--- src/rtl/sub_shift_rows.sv ---
// AES SubBytes + ShiftRows stage: substitutes one column per cycle into a work
// register and presents the row-rotated result with a valid/ready handshake.
module sub_shift_rows (
   input  logic         clk,
   input  logic         rst_n,
   input  logic         in_valid,
   output logic         in_ready,
   input  logic [127:0] in_state,
   input  logic [3:0]   in_round,
   output logic         out_valid,
   input  logic         out_ready,
   output logic [127:0] out_state,
   output logic [3:0]   out_round
);

   typedef enum logic [1:0] {IDLE, BUSY, DONE} state_t;

   state_t         state_q;
   logic [1:0]     col_q;
   logic [127:0]   work_q;
   logic [127:0]   work_d;
   logic [3:0]     tag_q;
   logic           out_valid_q;

   function automatic logic [7:0] gmul(input logic [7:0] a, input logic [7:0] b);
      logic [7:0] p;
      logic [7:0] aa;
      p  = '0;
      aa = a;
      for (int unsigned i = 0; i < 8; i++) begin
         if (b[i]) p = p ^ aa;
         aa = {aa[6:0], 1'b0} ^ (aa[7] ? 8'h1b : 8'h00);
      end
      return p;
   endfunction

   // x^254 is the multiplicative inverse in GF(2^8), and maps 0 to 0 as required.
   function automatic logic [7:0] sbox(input logic [7:0] x);
      logic [7:0] r;
      logic [7:0] p;
      r = 8'h01;
      p = x;
      for (int unsigned i = 1; i < 8; i++) begin
         p = gmul(p, p);
         r = gmul(r, p);
      end
      return r ^ {r[6:0], r[7]} ^ {r[5:0], r[7:6]} ^ {r[4:0], r[7:5]}
               ^ {r[3:0], r[7:4]} ^ 8'h63;
   endfunction

   always_comb begin
      logic [31:0] col_word;
      work_d   = work_q;
      col_word = work_q[127 - 32*col_q -: 32];
      work_d[127 - 32*col_q -: 32] = {sbox(col_word[31:24]), sbox(col_word[23:16]),
                                      sbox(col_word[15:8]),  sbox(col_word[7:0])};
   end

   always_ff @(posedge clk) begin
      if (!rst_n) begin
         state_q     <= IDLE;
         col_q       <= '0;
         work_q      <= '0;
         tag_q       <= '0;
         out_valid_q <= 1'b0;
      end else begin
         case (state_q)
            IDLE: begin
               if (in_valid) begin
                  work_q  <= in_state;
                  tag_q   <= in_round;
                  col_q   <= '0;
                  state_q <= BUSY;
               end
            end
            BUSY: begin
               work_q <= work_d;
               col_q  <= col_q + 2'd1;
               if (col_q == 2'd3) begin
                  state_q     <= DONE;
                  out_valid_q <= 1'b1;
               end
            end
            DONE: begin
               if (out_ready) begin
                  out_valid_q <= 1'b0;
                  if (in_valid) begin
                     work_q  <= in_state;
                     tag_q   <= in_round;
                     col_q   <= '0;
                     state_q <= BUSY;
                  end else begin
                     state_q <= IDLE;
                  end
               end
            end
            default: begin
               state_q     <= IDLE;
               out_valid_q <= 1'b0;
            end
         endcase
      end
   end

   assign in_ready  = (state_q == IDLE) || ((state_q == DONE) && out_ready);
   assign out_valid = out_valid_q;
   assign out_round = tag_q;

   // Row r of the result takes its byte from column (c + r) mod 4.
   always_comb begin
      out_state = '0;
      for (int unsigned c = 0; c < 4; c++) begin
         for (int unsigned r = 0; r < 4; r++) begin
            out_state[127 - 8*(r + 4*c) -: 8] = work_q[127 - 8*(r + 4*((c + r) % 4)) -: 8];
         end
      end
   end

endmodule
--- config.mk ---
export PLATFORM = sky130hd
export DESIGN_NAME = sub_shift_rows
export DESIGN_NICKNAME = d
export VERILOG_FILES = /design/src/rtl/sub_shift_rows.sv
export SDC_FILE = /design/constraint.sdc
export NUM_CORES = 2
export LEC_CHECK = 0
export CORE_MARGIN = 8
export CORE_UTILIZATION = 45
export DETAILED_ROUTE_END_ITERATION = 8
export PLACE_DENSITY = 0.58
export SLEW_MARGIN = 30
export SYNTH_ARGS = -nofsm -noshare
export SYNTH_HDL_FRONTEND = slang
export SYNTH_SLANG_ARGS = --single-unit
--- constraint.sdc ---
create_clock -name clk -period 23.2 [get_ports clk]
set_input_delay 6.96 -clock clk [delete_from_list [all_inputs] [get_ports clk]]
set_output_delay 6.96 -clock clk [all_outputs]
set_load 0.02 [all_outputs]
==> flow_metrics.env <==
export IMPL_status="completed"
export IMPL_drt_pass1_iterations=9
export IMPL_pin_count=270
export IMPL_clk_latency_ps=490
export IMPL_cp_slowest_cell="xnor3_1"
export IMPL_worst_pin_slew_ps=1060
export IMPL_cts_resized_gates=0
export IMPL_drv_slew=0
export IMPL_setup_violations_final=0
export IMPL_die_area_um2=161600
export IMPL_maxCapViolCount=0
export IMPL_grt_start_max_net_pins=74
export IMPL_syn_avg_cell_area_um2=7.451
export IMPL_area_delta_synth_final_pct=7.895
export IMPL_synth_largest_area_cell="xnor2_1"
export IMPL_netlist_area_um2=67030
export IMPL_seq_area_um2=2748
export IMPL_post_drt_wl_per_cell_um=21.50
export IMPL_htreeDepth=4
export IMPL_multi_input_area_um2=61250
export IMPL_cpMostUsedCell="xnor3_1"
export IMPL_clock_skew_ps=14.21
export IMPL_rsz0062_at_grt="no"
export IMPL_dp_cells=10840
export IMPL_fmax_ghz=0.04711
export IMPL_coreArea_um2=147800
export IMPL_max_stage_delay_ps=900
export IMPL_hpwl_um=171400
export IMPL_dieWidth_um=402.0
export IMPL_start_util_pct=45.34
export IMPL_drc=0
export IMPL_ys_warn_count=0
export IMPL_post_cts_repair_setup_buffers=0
export IMPL_vias=66400
export IMPL_syn_instance_count=8997
export IMPL_path_max_fanout=21
export IMPL_clk_pin_slew_worst_paths_ps=70
export IMPL_post_route_period_util_pct=91.50
export IMPL_fp_dieH_um=402.0
export IMPL_cts_made_buffers=17
export IMPL_grt_remaining_overflow=0
export IMPL_place_congestion=0.9229
export IMPL_wl_um=233800
export IMPL_synth_fp_nets=9165
export IMPL_nets=9093
export IMPL_synth_edf_count=0
export IMPL_grt_pass1_vias=61450
export IMPL_cp_required_ps=23540
export IMPL_port_buffers=269
export IMPL_cp_end_kind="flip-flop"
export IMPL_cts_tree="yes"
export IMPL_crit_path_start_kind="flip-flop"
export IMPL_drt_iter0_markers=7280
export IMPL_grt_pass1_wl_um=364500
export IMPL_final_hold_viol_count=0
export IMPL_cts_path_max_buffers=2
export IMPL_clkSinkCount=137
export IMPL_root_buffer="clkbuf_16"
export IMPL_max_slew_margin_rel_pct=28.82
export IMPL_antenna_found_initial=15
export IMPL_layout_drive_gt1_share_pct=9.432
export IMPL_synthArstFlopShare_pct=0
export IMPL_nFillCells=14690
export IMPL_critPathKind="reg2reg"
export IMPL_min_path_type="reg2reg"
export IMPL_synth_area_leaders="xnor2_1, xnor3_1, nand2_1, nor2_1, xor2_1"
export IMPL_crit_arrival_ps=21560
export IMPL_tns_ps=0
export IMPL_yosysMostFrequentCell="xnor2_1"
export IMPL_cts_hold_buffers=0
export IMPL_ys_top_cells_by_count="xnor2_1, nand2_1, nor2_1"
export IMPL_ys_flop_type="dfxtp_1"
export IMPL_grt_use_total_pct=27.26
export IMPL_seq_area_frac_synth_pct=4.091
export IMPL_synth_top_area_share_pct=19.31
export IMPL_viasPerCell=6.107
export IMPL_instances_no_fill=10870
export IMPL_ys_types=144
export IMPL_ys_ff_latch=137
export IMPL_final_min_clock_period_ps=21230
export IMPL_route_antenna_remaining_nets=0
export IMPL_rows=141
## layer usage
layer / vias up / track usage, % / share of wire, %
li1: 31350 / - / -
met1: 31800 / 39.44 / 46
met2: 2935 / 42.71 / 44
met3: 315 / 3.775 / 8.0
met4: 0 / 6.639 / 2.3
met5: - / 0 / 0
## path summary, 6_finish.rpt
kind | from | end | slack [ps] | cells past startpoint
max | col_q[0] | work_q[110] | 1970 | 54
min reg2reg | out_valid | out_valid | 490 | 2
max reg2reg | col_q[0] | work_q[110] | 1970 | 54
min | out_valid | out_valid | 490 | 2
## through the flow
stage                     setup slack [ps]  util [%]  cell area (um2)  hold slack (ps)
final                                 1972     48.92            72330            486.1
after global routing                 544.4     48.91            72310            537.2
after CTS                             2056     48.80            72150            491.4
after detailed placement              2122     48.39            71530            482.5
after global placement                2340     48.30            71410            476.0
after floorplan                       6409         -            67030            538.5
## registers in the layout, indices dropped and copies added (netlist names)
| signal | cells |
|---|---|
| col_q | 2 |
| out_round | 4 |
| out_valid | 1 |
| state_q | 2 |
| work_q | 128 |
## final cells by class
class                           count  share of cell area (%)
Antenna cell                        5                 0.01730
Clock buffer                       17                  0.5882
Clock inverter                     15                  0.2664
Inverter                           94                  0.4878
Multi-Input combinational cell   8110                   84.68
Sequential cell                   137                   3.799
Tap cell                         1930                   3.339
Timing Repair Buffer              565                   6.825
## cell usage in the layout (no fill, tap or decap), types with 49 or more instances in the layout
master           count
nor2_1            1096
o22ai_1            142
xnor2_1           1416
inv_1               71
and3_1              53
a211oi_1            90
a31oi_1             88
nor3_1             231
clkdlybuf4s50_1    268
a21oi_1            450
nand2_1           1215
xnor3_1            318
and2_1              54
mux2i_1            215
a22oi_1             49
buf_4              295
o211ai_1            91
o21ai_1             83
nand3_1            336
o21ai_0            395
xor3_1              49
mux2_2              54
xnor2_2            134
dfxtp_1            135
xor2_1             407
## kinds of logic after synthesis
kind of cell | synth area share, %
mux | 5.506
xor+xnor | 43.01
simple gates | 21.99
flops | 4.091
fa+ha+maj | 0.6719
buf+inv | 5.713
compound gates | 19.02
## worst max-delay path: cells and delay by family, from the launching register on
family                     cells  cell delay [ps]
and+or+nand+nor               10             2160
DFF                            1              610
buffers and inverters          6             2250
muxes                          5             1540
AOI/OAI and AO/OA              7             1950
xor gates and xnor gates      22            10210
adders and majority gates      4             2230
Power is left out: the tool's default activity adds up to more than one toggle a clock period on the data nets, which glitch-free logic cannot reach.
